<file path="src/rtl/delta_packer_pkg.sv">
// Shared widths, code-kind and FSM state types for the delta packer.
// The short-code payload width here is only a default; delta_packer overrides it per instance.
package delta_packer_pkg;

    localparam int DATA_WIDTH          = 16;
    localparam int DEFAULT_SHORT_WIDTH = 4;

    typedef enum logic {
        CODE_SHORT = 1'b0,
        CODE_LONG  = 1'b1
    } code_kind_e;

    typedef enum logic [1:0] {
        IDLE    = 2'd0,
        PREFIX  = 2'd1,
        PAYLOAD = 2'd2
    } state_e;

endpackage

</file>
<file path="src/rtl/delta_packer_sat_counter.sv">
// Saturating up-counter with synchronous active-low reset.
// Once the count reaches all-ones it holds there instead of wrapping.
module sat_counter #(
    parameter int WIDTH = 16
) (
    input  logic             clk,
    input  logic             reset_n,
    input  logic             inc,
    output logic [WIDTH-1:0] count
);

    always_ff @(posedge clk) begin
        if (!reset_n) begin
            count <= '0;
        end else if (inc && (count != '1)) begin
            count <= count + WIDTH'(1);
        end
    end

endmodule

</file>
<file path="src/rtl/delta_packer.sv">
// Serialises signed deltas into a 1-bit prefix code: 0+short payload when the delta
// fits SHORT_WIDTH signed bits, else 1+full word. Counts completed codes of each kind.
module delta_packer
    import delta_packer_pkg::*;
#(
    parameter int SHORT_WIDTH = DEFAULT_SHORT_WIDTH,
    parameter int CNT_WIDTH   = 16
) (
    input  logic                  clk,
    input  logic                  reset_n,
    input  logic [DATA_WIDTH-1:0] in_delta,
    input  logic                  in_valid,
    output logic                  in_ready,
    output logic                  out_bit,
    output logic                  out_valid,
    output logic                  out_first,
    output logic                  out_last,
    input  logic                  out_ready,
    output logic [CNT_WIDTH-1:0]  short_cnt,
    output logic [CNT_WIDTH-1:0]  long_cnt
);

    localparam int BIT_CNT_W = $clog2(DATA_WIDTH + 1);

    state_e                state, state_n;
    code_kind_e            kind, kind_n;
    logic [DATA_WIDTH-1:0] shift_reg, shift_n;
    logic [BIT_CNT_W-1:0]  bits_left, bits_left_n;
    logic                  out_bit_n, out_valid_n, out_first_n, out_last_n;

    logic [DATA_WIDTH-SHORT_WIDTH:0] top_bits;
    logic                            fits_short;
    logic                            last_xfer;
    logic                            accept;
    logic                            do_load, do_show, do_idle;

    // The delta fits the short code when everything from the short sign bit up is a copy of it.
    assign top_bits   = in_delta[DATA_WIDTH-1:SHORT_WIDTH-1];
    assign fits_short = (&top_bits) | ~(|top_bits);

    assign last_xfer = (state == PAYLOAD) && out_last && out_ready;
    assign in_ready  = reset_n && ((state == IDLE) || last_xfer);
    assign accept    = in_valid && in_ready;

    always_comb begin
        // NOTE: every variable gets a default first so no path leaves one unassigned (no latches).
        state_n     = state;
        kind_n      = kind;
        shift_n     = shift_reg;
        bits_left_n = bits_left;
        out_bit_n   = out_bit;
        out_valid_n = out_valid;
        out_first_n = out_first;
        out_last_n  = out_last;
        do_load     = 1'b0;
        do_show     = 1'b0;
        do_idle     = 1'b0;

        case (state)
            IDLE:    do_load = accept;
            PREFIX:  do_show = out_ready;
            PAYLOAD: begin
                if (out_ready) begin
                    if (out_last) begin
                        do_load = accept;
                        do_idle = !accept;
                    end else begin
                        do_show = 1'b1;
                    end
                end
            end
            default: do_idle = 1'b1;
        endcase

        if (do_load) begin
            state_n     = PREFIX;
            kind_n      = fits_short ? CODE_SHORT : CODE_LONG;
            shift_n     = fits_short ? {in_delta[SHORT_WIDTH-1:0], {(DATA_WIDTH-SHORT_WIDTH){1'b0}}}
                                     : in_delta;
            bits_left_n = fits_short ? BIT_CNT_W'(SHORT_WIDTH) : BIT_CNT_W'(DATA_WIDTH);
            out_bit_n   = !fits_short;
            out_valid_n = 1'b1;
            out_first_n = 1'b1;
            out_last_n  = 1'b0;
        end

        // Present the next payload bit; it is the last one when only one was left to show.
        if (do_show) begin
            state_n     = PAYLOAD;
            out_bit_n   = shift_reg[DATA_WIDTH-1];
            shift_n     = shift_reg << 1;
            bits_left_n = bits_left - BIT_CNT_W'(1);
            out_first_n = 1'b0;
            out_last_n  = (bits_left == BIT_CNT_W'(1));
        end

        if (do_idle) begin
            state_n     = IDLE;
            out_bit_n   = 1'b0;
            out_valid_n = 1'b0;
            out_first_n = 1'b0;
            out_last_n  = 1'b0;
        end
    end

    always_ff @(posedge clk) begin
        if (!reset_n) begin
            state     <= IDLE;
            kind      <= CODE_SHORT;
            shift_reg <= '0;
            bits_left <= '0;
            out_bit   <= 1'b0;
            out_valid <= 1'b0;
            out_first <= 1'b0;
            out_last  <= 1'b0;
        end else begin
            // NOTE: non-blocking so every flop samples the pre-edge values computed above.
            state     <= state_n;
            kind      <= kind_n;
            shift_reg <= shift_n;
            bits_left <= bits_left_n;
            out_bit   <= out_bit_n;
            out_valid <= out_valid_n;
            out_first <= out_first_n;
            out_last  <= out_last_n;
        end
    end

    sat_counter #(.WIDTH(CNT_WIDTH)) u_short_cnt (
        .clk     (clk),
        .reset_n (reset_n),
        .inc     (last_xfer && (kind == CODE_SHORT)),
        .count   (short_cnt)
    );

    sat_counter #(.WIDTH(CNT_WIDTH)) u_long_cnt (
        .clk     (clk),
        .reset_n (reset_n),
        .inc     (last_xfer && (kind == CODE_LONG)),
        .count   (long_cnt)
    );

endmodule

</file>
<file path="config.mk">
export PLATFORM = sky130hd
export DESIGN_NAME = delta_packer
export DESIGN_NICKNAME = d
export VERILOG_FILES = /design/src/rtl/delta_packer_pkg.sv /design/src/rtl/delta_packer_sat_counter.sv /design/src/rtl/delta_packer.sv
export SDC_FILE = /design/constraint.sdc
export NUM_CORES = 1
export LEC_CHECK = 0
export BUFFER_PORTS_ARGS = -buffer_cell sky130_fd_sc_hd__buf_2
export CAP_MARGIN = 20
export CORE_MARGIN = 2
export CORE_UTILIZATION = 45
export CTS_BUF_LIST = sky130_fd_sc_hd__clkbuf_8
export DETAILED_ROUTE_END_ITERATION = 8
export PLACE_DENSITY = 0.63
export SETUP_SLACK_MARGIN = 0.15
export SLEW_MARGIN = 25
export SYNTH_ARGS = -nofsm -noshare
export SYNTH_HDL_FRONTEND = slang
export SYNTH_SLANG_ARGS = --single-unit
export TNS_END_PERCENT = 20
</file>
<file path="constraint.sdc">
create_clock -name clk -period 3.7 [get_ports clk]
set_input_delay 0.74 -clock clk [delete_from_list [all_inputs] [get_ports clk]]
set_output_delay 0.74 -clock clk [all_outputs]
set_load 0.005 [all_outputs]
</file>
# Yosys cells after proc, flatten, opt, wreduce, memory -nomap -nowiden
# Index checks and enable logic that the tools add are counted.
# totals
out_inout_bits	37
in_bits	20
reg_bits	59
word_cells	64
# classes
bitwise	4
n_eq_ne	5
reduce_logical	19
n_mux	22
n_addsub	3
# op_table
cell	count
2-to-1 mux 16 bit	3
adder 16 x 1 -> 16 bit (second input constant)	2
!= test 16 bit (second input constant)	2
2-to-1 mux 5 bit	3
AND reduction 13 bit	1
OR reduction 13 bit	1
2-to-1 mux 1 bit	11
logical AND 1 bit	8
case mux 1 bit (2 select lines)	3
OR reduction 2 bit	3
equality test 5 x 1 -> 1 bit (second input constant)	1
subtractor 5 x 1 -> 5 bit (second input constant)	1
2-to-1 mux 2 bit	2
inverter 1 bit	3
OR reduction 3 bit	1
equality test 2 x 1 -> 1 bit (second input constant)	1
equality test 2 bit (second input constant)	1
logical NOT 1 bit	2
logical NOT 2 bit	1
nonzero test 2 bit	1
logical OR 1 bit	1
OR 1 bit	1

# Longest topological paths before layout
# Gate-level depths: netlist of run 1.
# logic_depth
word_depth	11
mapped_depth	8
mapped_depth_nobuf	7

# By module
# From an unflattened synthesis of run 1, not the netlist that was laid out.
# unflattened
cells_unflattened	364
hier_area_um2	3036.7
# by_module_without_submodules
module	instances	area_each_um2	cells_per_inst	seq_area_each_um2
sat_counter	2	837.1	97	320.3
delta_packer	1	1362.6	170	540.5

# Worst setup path after synthesis of run 1
# No wires, ideal clock.
# synth_timing
path_type	in2out
from	input reset_n
to	output in_ready
setup_slack_ns	1.493
stages	3
required_time_ns	2.960
t_arrival_ns	1.467
n_path_buf	2
cell_sequence	clkbuf_1 -> buf_1 -> o21a_1
# synth_between
elab_chain_cells	1
# synth_lines
item	line	text
start, declared	delta_packer.sv:10	input logic reset_n,
logical AND 1 bit	delta_packer.sv:42	assign in_ready = reset_n && ((state == IDLE) || last_xfer);
end, declared	delta_packer.sv:13	output logic in_ready,
# No other way between the ends.

# Worst setup path after layout of run 1
# layout_timing
from	register state[0]
to	register shift_reg[4]
# layout_between
elab_chain_cells	10
word_cells_on_any_way	14
# layout_lines
item	line	text
start, declared	delta_packer.sv:25	state_e state, state_n;
start signal, assigned	delta_packer.sv:118	state <= state_n;
equality test 2 bit	delta_packer.sv:41, delta_packer.sv:59	
logical AND 1 bit (2 in series)	delta_packer.sv:41	assign last_xfer = (state == PAYLOAD) && out_last && out_ready;
logical OR 1 bit	delta_packer.sv:42	
logical AND 1 bit	delta_packer.sv:42	
logical AND 1 bit	delta_packer.sv:43	assign accept = in_valid && in_ready;
2-to-1 mux 1 bit	delta_packer.sv:64	if (out_last) begin
2-to-1 mux 1 bit	delta_packer.sv:63	if (out_ready) begin
case mux 1 bit (2 select lines)	delta_packer.sv:59	case (state)
nonzero test 2 bit (no line)	n/a	
end signal, assigned	delta_packer.sv:120	shift_reg <= shift_n;
end, declared	delta_packer.sv:27	logic [DATA_WIDTH-1:0] shift_reg, shift_n;
# Several ways; a longest one is shown, not always the timed one.
# A chain may end at the register's enable or synchronous reset.

==> results of run 1 <==
## logic make-up (layout without fill, tap and decap cells)
group	Yosys count	count (layout)	synth area share, %
flops	59	59	40.62
fa+ha+maj	7	7	3.012
simple gates	179	179	31.54
mux	6	6	2.108
buf+inv	26	85	3.528
xor+xnor	19	19	5.723
compound gates	60	60	13.47
## how the worst min path moves through the flow
stage                       start       endpoint  slack (ns)  depth (start not counted)
floorplan            bits_left[2]   bits_left[2]        0.44                          1
global placement     bits_left[2]   bits_left[2]        0.46                          1
detailed placement  shift_reg[15]  shift_reg[15]        0.46                          2
CTS                 shift_reg[15]  shift_reg[15]        0.48                          2
global route         shift_reg[0]   shift_reg[0]        0.49                          2
finish              shift_reg[15]  shift_reg[15]        0.48                          2
## layout make-up
type,instances,area share (%)
tap,77,2.762
clock buffer,13,5.129
sequential,59,33.86
clock inverter,3,1.937
multi-input combinational,271,46.56
inverter,10,1.076
timing repair buffer,59,8.680
## synthesized netlist by cell type, types with 3 or more instances
cell	number	area share (%)
inv_1	9	1.2
nand3_1	46	7.9
xnor2_1	13	3.9
o31ai_1	3	0.77
nor3_1	15	2.6
a21oi_1	14	2.4
nand2b_1	3	0.65
nand4_1	9	1.9
or4_1	4	1.0
nor2_1	41	5.3
o211a_1	3	1.0
dfxtp_1	59	41
nor4_1	9	1.9
o211ai_1	5	1.3
ha_1	7	3.0
clkbuf_1	13	1.7
o21ai_0	8	1.4
mux2i_1	5	1.7
a211oi_1	4	1.0
a31oi_1	14	3.0
or3_1	3	0.65
xor2_1	6	1.8
nand2_1	33	4.3
and3_1	3	0.65
## routing by layer
layer	share of wire (%)	GRT usage [%]
met1	48	26.86
met2	46	30.16
met3	4.5	4.130
met4	1.7	8.947
met5	0	0
## power by group through the flow
stage | sequential, mW | combinational [mW] | clock [mW]
5_1_grt | 0.663 | 0.0995 | 0.743
2_1_floorplan | 0.674 | 0.0550 | 0
4_1_cts | 0.661 | 0.0884 | 0.718
6_report | 0.662 | 0.0874 | 0.710
3_5_place_dp | 0.676 | 0.0879 | 0
3_3_place_gp | 0.675 | 0.0867 | 0
## critical path, cell delays in order (launching register included)
cell	delay [ns]
dfxtp_1	0.35
inv_1	0.08
ha_1	0.28
nor2b_1	0.17
o211a_1	0.51
nor2_1	0.68
nand3_1	0.18
a31oi_1	0.16
==> summary.md, run 1 <==
| Metric | Value |
|---|---|
| Total die area | a little over 7000 µm² |
| Share of layout cells above drive strength 1 | 20.00% |
| Post-DR vias/cell | between 5 and 6 |
| Footprint of the multi-input gates | 1624 µm² |
| Iter 0 DRT Violations | between 200 and 250 |
| DRC Markers | 0 |
| Clock skew | slightly below 0.009 ns |
| First-pass GRT wire length | between 10000 and 15000 µm |
| Setup repair bufs after CTS | 0 |
| FMAX | around 400 MHz |
| Gate Count Post-Synth | 356 |
| Worst Path Required | approximately 4 ns |
| Synth warn | 0 |
| Synth Register Bits | 59 |
| Fin crit share | between 60% and 70% |
| Cell area after synthesis | between 2000 and 3000 µm² |
| Worst EP arrival | 2.75 ns |
| Util after Layout | a little under three fifths |
| Register area | ~1200 µm² |
| Antenna Cells | 0 |
| Grt total ovfl | 0 |
| CTS Hold Bufs | 0 |
| Final Non-Filler Cells | 492 |
| Die height | between 80 and 90 µm |
| RSZ-0062 raised after global routing | no |
| Finish-stage setup viols | 0 |
| Switch share | 22.05% |
| CP endpoint | shift_reg[4] |
| Initial antenna violation count | 0 |
| Num Clock Sinks | 59 |
| WL/cell | approximately 14 µm |
| R2R depth | 7 |
| TritonRoute pass-1 iters | 4 |
| Final Hold Fails | 0 |
| Hold Worst Slack | about 0.48 ns |
| Share of total power in combinational logic | under 10% |
| Total Routing Usage GR | roughly a fifth |
| Max_slew headroom | around 42% |
| Vias | around 2800 |
| Pin count of the biggest net entering global routing | 47 |
| Top FF cell, synth | dfxtp_1 |
| Final setup margin | between 1 and 1.5 ns |
| Int Power | roughly 1.1 mW |
| Fraction of registers with async set/reset | 0% |
| Setup TNS | 0 ns |
| Worst slack, placed | 1.168 ns |
| Flop-to-flop setup slack | 1.21 ns |
| R2r startpoint | state[0] |
| Nets | between 400 and 500 |
| Core box area | 6314 µm² |
| Clock power share | between 40% and 50% |
| Worst Setup SP | state[0] |
| Routed Antenna Nets | 0 |
| Final wirelength | roughly 6700 µm |
| Detail Placement HPWL | between 4000 and 5000 µm |
| Starting Density | approximately 46% |
| Post-synth EDFFs | 0 |
| Final instance area | between 3000 and 4000 µm² |
| Worst-path fanout max | 24 |
| Status | finished, final reports clean |
| Vias in the first global route | 2535 |
| Post-CTS resize count | 0 |
| Cts bufs inserted | 9 |
| Syn nets | ~380 |
| Maxcap violations | 0 |
| Inst Count DP | around 480 |
| Final Max Tran Viols | 0 |
| FP Rows | 29 |
| Netlist cell types | 47 |
| Synth-to-Final Area Change | 19.97% |
| GPL Wtd Cong | 0.7693 |
| Setup crit end kind | flip-flop |
| Syn avg cell area | 8.168 µm² |
| Port bufs | 56 |
| Total power draw | ~1.5 mW |
| Clock Tree Root | clkbuf_8 |
| Most common cell after layout, fill and taps aside | dfxtp_1 |
| Clock slew seen by the registers of the worst setup and hold paths | 0.07 ns |
| I/O pin count | 57 |
| Tmin final | about 2.5 ns |
| Worst-Skew Late Latency | between 0.3 and 0.4 ns |
| Least-Margin Pin Slew | approximately 0.86 ns |
| FILL cells | about 640 |
| PwrDens | between 400 and 500 nW/µm² |
| Critical R2R Capture | shift_reg[4] |
| Critical Setup Path Class | flip-flop to flip-flop |
| Seq/Total Area, Yosys | 40.62% |
| Pleak | between 1 and 1.5 nW |
| CTS H-Tree Depth | 3 |
| Commonest non-fill, non-tap cells in the layout | 59 x dfxtp_1, 56 x buf_2, 46 x nand3_1 |
| DP Area | roughly 3200 µm² |
| P_sw | 0.3217 mW |
| Horiz. Die Dim | roughly 84 µm |
| CTS tree | built |
| Sequential power share | 45.3% |
| Worst VDD drop | 0.2787 mV |
| Worst Setup Start Kind | flip-flop |
| Worst Hold Class | flip-flop to flip-flop |
| Max clock buf depth | 2 |
No activity file was read; power rests on OpenSTA's default activity.
==> run 2: changes to the inputs <==
PLACE_DENSITY = 0.66   (was 0.63)
clock period = 2.2 ns   (was 3.7 ns; I/O delays follow)
==> run 2 against run 1 <==
Global-route usage up 0.50 points; utilization up 2.0 points; critical path type unchanged; highest routed layer unchanged; sequential power up 68%; worst hold slack worse by 0.084 ns; first-iteration DRC count down 42%; critical path depth down 1; count of clock-buffer cells in the layout unchanged; register-to-register slack worse by 0.98 ns; largest cell class unchanged; worst setup slack worse by 0.98 ns; cell count up 3.0%; critical endpoint is now u_short_cnt.count[2]; combinational power up 82%; maximum frequency up 27%.
==> summary.md, run 2 (synthesis results as in run 1) <==
| Metric | Value |
|---|---|
| Status | finished, final reports clean |
| Vias | 2835 |
| Final Max Tran Viols | 0 |
| Routed Antenna Nets | 0 |
| CP Cell Sequence | nand3_2 -> or4_4 -> o21ai_1 -> buf_4 -> nor4_1 -> o21bai_1 |
| Slowest cell on crit path | or4_4 |
| CTS H-Tree Depth | 3 |
| FP Rows | 29 |
| Max clock buf depth | 2 |
| Die height | around 84 µm |
| Finish-stage setup viols | 0 |
| Horiz. Die Dim | 84.39 µm |
| Worst-path fanout max | 11 |
| Slowest cell delay on critical path | a little under 0.6 ns |
| Total die area | 7121 µm² |
| Port bufs | 56 |
| TritonRoute pass-1 iters | 4 |
| Post-DR vias/cell | between 5 and 6 |
| Final Hold Fails | 0 |
| Total power draw | 2.321 mW |
| Detail Placement HPWL | around 5000 µm |
| Synth-to-Final Area Change | 24.23% |
| Initial antenna violation count | 0 |
| Setup TNS | 0 ns |
| Fin crit share | approximately nine tenths |
| Setup crit end kind | flip-flop |
| WL/cell | about 14 µm |
| Pin count of the biggest net entering global routing | 29 |
| Bufs and invs on worst path | 1 |
| Worst Setup Start Kind | flip-flop |
| Critical Setup Path Class | flip-flop to flip-flop |
| Vias in the first global route | roughly 2600 |
| Core box area | between 6000 and 7000 µm² |
| Hold Worst Slack | approximately 0.4 ns |
| First-pass GRT wire length | 11730 µm |
| Grt total ovfl | 0 |
| Cts bufs inserted | 9 |
| Pleak | between 1 and 1.5 nW |
| Iter 0 DRT Violations | 127 |
| FMAX | 508.8 MHz |
| Cell family with most CP delay | simple AND/OR/NAND/NOR gates |
| Worst Hold Class | input port to flip-flop |
| Starting Density | 46.06% |
| CTS tree | built |
| Num Clock Sinks | 59 |
| Antenna Cells | 0 |
| Max_slew headroom | a little over half |
| Final wirelength | between 7000 and 8000 µm |
| Clock Tree Root | clkbuf_8 |
| Least-Margin Pin Slew | between 0.7 and 0.8 ns |
| Nets | 453 |
| I/O pin count | between 50 and 60 |
| RSZ-0062 raised after global routing | no |
| Worst EP arrival | around 2.2 ns |
| Maxcap violations | 0 |
| Total Routing Usage GR | just over 20% |
| Most common cell after layout, fill and taps aside | dfxtp_1 |
| Clock slew seen by the registers of the worst setup and hold paths | 0.06 ns |
| CTS Hold Bufs | 0 |
| Clock skew | between 0.01 and 0.015 ns |
| Worst-Skew Late Latency | ~0.33 ns |
| GPL Wtd Cong | about 0.76 |
| DRC Markers | 0 |
| Commonest non-fill, non-tap cells in the layout | 58 x dfxtp_1, 56 x buf_2, 45 x nand3_1 |
| Share of layout cells above drive strength 1 | between 20% and 30% |
| Tmin final | approximately 2.0 ns |
| PwrDens | roughly 640 nW/µm² |
| Worst Path Required | roughly 2.4 ns |
| Worst VDD drop | about 0.44 mV |
-- run 2: worst paths after layout --
path	from	to	slack (ns)	cells past startpoint
worst max-delay path	u_short_cnt.count[2]	u_short_cnt.count[2]	0.23	6
worst min-delay path	in_delta[0]	shift_reg[0]	0.39	3
worst max register to register	u_short_cnt.count[2]	u_short_cnt.count[2]	0.23	6
worst min register to register	shift_reg[0]	shift_reg[0]	0.47	2
-- run 2: tightest hold or removal path: cells and delay by family --
kind,cells,cell delay (ns)
AO/OA/AOI/OAI,1,0.06
buffers and inverters,1,0.11
AND/OR/NAND/NOR,1,0.06
-- run 2: per-stage QoR --
| step | area [µm²] | utilization [%] | instances | setup WS [ns] |
|---|---|---|---|---|
| after CTS | 3555 | 56.30 | 504 | 0.1252 |
| after global placement | 3339 | 52.89 | 489 | 0.1271 |
| after floorplan | 2908 | - | 356 | 0.2803 |
| after detailed placement | 3339 | 52.89 | 489 | 0.04780 |
| final | 3612 | 57.21 | 507 | 0.2346 |
| after global routing | 3612 | 57.21 | 507 | 0.1390 |
-- run 2: layer usage --
| layer | up-vias | part of all wire, % | global-route usage (%) |
|---|---|---|---|
| li1 | 1439 | - | - |
| met2 | 68 | 48 | 33.12 |
| met3 | 5 | 5.4 | 6.195 |
| met4 | 0 | 0.70 | 5.628 |
| met5 | - | 0 | 0 |
| met1 | 1323 | 46 | 25.98 |
-- run 2: what timing repair did --
action | 4_1_cts | 5_1_grt
pin swaps | 0 | 1
resized for setup | 1 | 8
setup buffers | 0 | 3
endpoints found under the setup margin | 12 | 22
-- run 2: layout make-up --
class / count / area [µm²]
clock buffers: 13 / 178.9
inverters: 10 / 37.54
fillers: 634 / 2701
well taps: 77 / 96.34
repair buffers: 75 / 422.9
multi-input cells: 271 / 1660
flip-flops and latches: 59 / 1182
clock inverters: 2 / 33.78
-- run 2: power by group --
| group | internal [mW] | total, mW | switching (mW) |
|---|---|---|---|
| logic | 0.0627 | 0.159 | 0.0967 |
| registers | 1.10 | 1.11 | 0.0166 |
| clock network | 0.637 | 1.05 | 0.412 |
| total | 1.80 | 2.32 | 0.525 |
==> run 3: changes to the inputs <==
CORE_UTILIZATION = 51   (was 45)
PLACE_DENSITY = 0.74   (was 0.66)
==> run 3 against run 2 <==
Utilization increased by 7.0 points; non-clock buffer count decreased by 1; routed wire length decreased by 5.3%; critical path type unchanged; largest power group unchanged; highest routed layer unchanged.
==> summary.md, run 3 (synthesis results as in run 1) <==
| Metric | Value |
|---|---|
| Status | finished, final reports clean |
| FILL cells | slightly below 500 |
| TritonRoute pass-1 iters | 4 |
| Fin crit share | between 80% and 90% |
| FMAX | approximately 510 MHz |
| Setup crit end kind | flip-flop |
| Maxcap violations | 0 |
| Worst-Skew Late Latency | between 0.3 and 0.4 ns |
| Setup TNS | 0 ns |
| Final Max Tran Viols | 0 |
| RSZ-0062 raised after global routing | yes |
| CTS tree | built |
| Post-DR vias/cell | roughly 5.7 |
| Pleak | 1.409 nW |
| Worst Hold Class | input port to flip-flop |
| GPL Wtd Cong | roughly 0.84 |
| Synth-to-Final Area Change | 21.60% |
| Footprint of the multi-input gates | about 1600 µm² |
| Most common cell after layout, fill and taps aside | dfxtp_1 |
| Commonest non-fill, non-tap cells in the layout | 59 x dfxtp_1, 56 x buf_2, 46 x nand3_1 |
| PwrDens | 602.6 nW/µm² |
| Clock slew seen by the registers of the worst setup and hold paths | approximately 0.060 ns |
| Total power draw | between 2 and 2.5 mW |
| Worst-path fanout max | 6 |
| WL/cell | around 13 µm |
| Least-Margin Pin Slew | about 0.6 ns |
| Final wirelength | 6643 µm |
| Core box area | 5507 µm² |
| Port bufs | 56 |
| Vias | approximately 2800 |
| DP Area | around 3300 µm² |
| Starting Density | about 53% |
| Vias in the first global route | between 2000 and 3000 |
| Final instance area | 3536 µm² |
| Iter 0 DRT Violations | roughly 110 |
| Final Non-Filler Cells | 500 |
| CTS Hold Bufs | 0 |
| Post-CTS resize count | 1 |
| Num Clock Sinks | 59 |
| Worst Path Required | ~2.4 ns |
| Clock skew | a little over 0.008 ns |
| Routed Antenna Nets | 0 |
| Detail Placement HPWL | 4811 µm |
| Final Hold Fails | 0 |
| Horiz. Die Dim | approximately 80 µm |
| Pin count of the biggest net entering global routing | 25 |
| Initial antenna violation count | 0 |
| Tmin final | between 1.5 and 2 ns |
| Worst EP arrival | roughly 2.2 ns |
| DRC Markers | 0 |
| Grt total ovfl | 0 |
| Die height | between 70 and 80 µm |
| Worst VDD drop | a little under 0.3 mV |
| Total Routing Usage GR | about 22% |
| Max clock buf depth | 2 |
| I/O pin count | 57 |
| Critical Setup Path Class | flip-flop to flip-flop |
| First-pass GRT wire length | roughly 11000 µm |
| Finish-stage setup viols | 0 |
| R2R depth | 7 |
| Cts bufs inserted | 9 |
| FP Rows | 27 |
| Setup repair bufs after CTS | 0 |
| Clock Tree Root | clkbuf_8 |
| Inst Count DP | 486 |
| Register area | 1181 µm² |
| CTS H-Tree Depth | 3 |
| Max_slew headroom | 59.92% |
| Worst Setup Start Kind | flip-flop |
| Hold Path Cell Cnt | 3 |
| Nets | roughly 450 |
| Total die area | 6322 µm² |
| Antenna Cells | 0 |
| Share of layout cells above drive strength 1 | between 20% and 30% |
## run 3: cell count changes in the layout (fill, tap and decap cells not counted), sizes merged
cell / change
buf: -1
clkinv: +3
clkbuf: -2
inv: -1
bufinv: -1
## run 3: worst paths after layout
| kind | from | to | slack, ns |
|---|---|---|---|
| min reg2reg | shift_reg[0] | shift_reg[0] | 0.47 |
| min | in_delta[1] | shift_reg[1] | 0.38 |
| max reg2reg | state[0] | u_short_cnt.count[15] | 0.24 |
| max | state[0] | u_short_cnt.count[15] | 0.24 |
## run 3: stage by stage
step,hold slack (ns),util (%),setup WS [ns]
final,0.3842,64.21,0.2380
after global routing,0.3915,64.21,0.1179
after global placement,0.4485,60.80,0.1660
after detailed placement,0.4584,60.80,0.1062
after floorplan,0.4396,-,0.2803
after CTS,0.3703,63.87,0.1260
## run 3: per-layer routing
layer	wire length [µm]	vias to the layer above	track usage [%]
met3	315	12	3.959
met1	3104	1313	27.90
met5	0	-	0
met4	121	0	11.21
li1	-	1434	-
met2	3102	81	35.88
## run 3: area by class of cell
type	count	area share, %
multi-input combinational	271	46.53
clock inverter	3	0.4246
clock buffer	11	4.282
timing repair buffer	74	11.75
inverter	10	1.062
tap	72	2.548
sequential	59	33.40
## run 3: critical path, cell delays in order (launching register included)
cell,delay [ns]
dfxtp_1,0.33
inv_1,0.15
ha_4,0.20
nand4b_1,0.20
or4_1,0.55
nor3_1,0.23
xnor2_1,0.14
nor2_1,0.05
## run 3: power by group
part	switching [mW]	internal [mW]	leakage (nW)
logic	0.0948	0.0619	0.840
clock network	0.410	0.451	0.0908
registers	0.0170	1.10	0.478
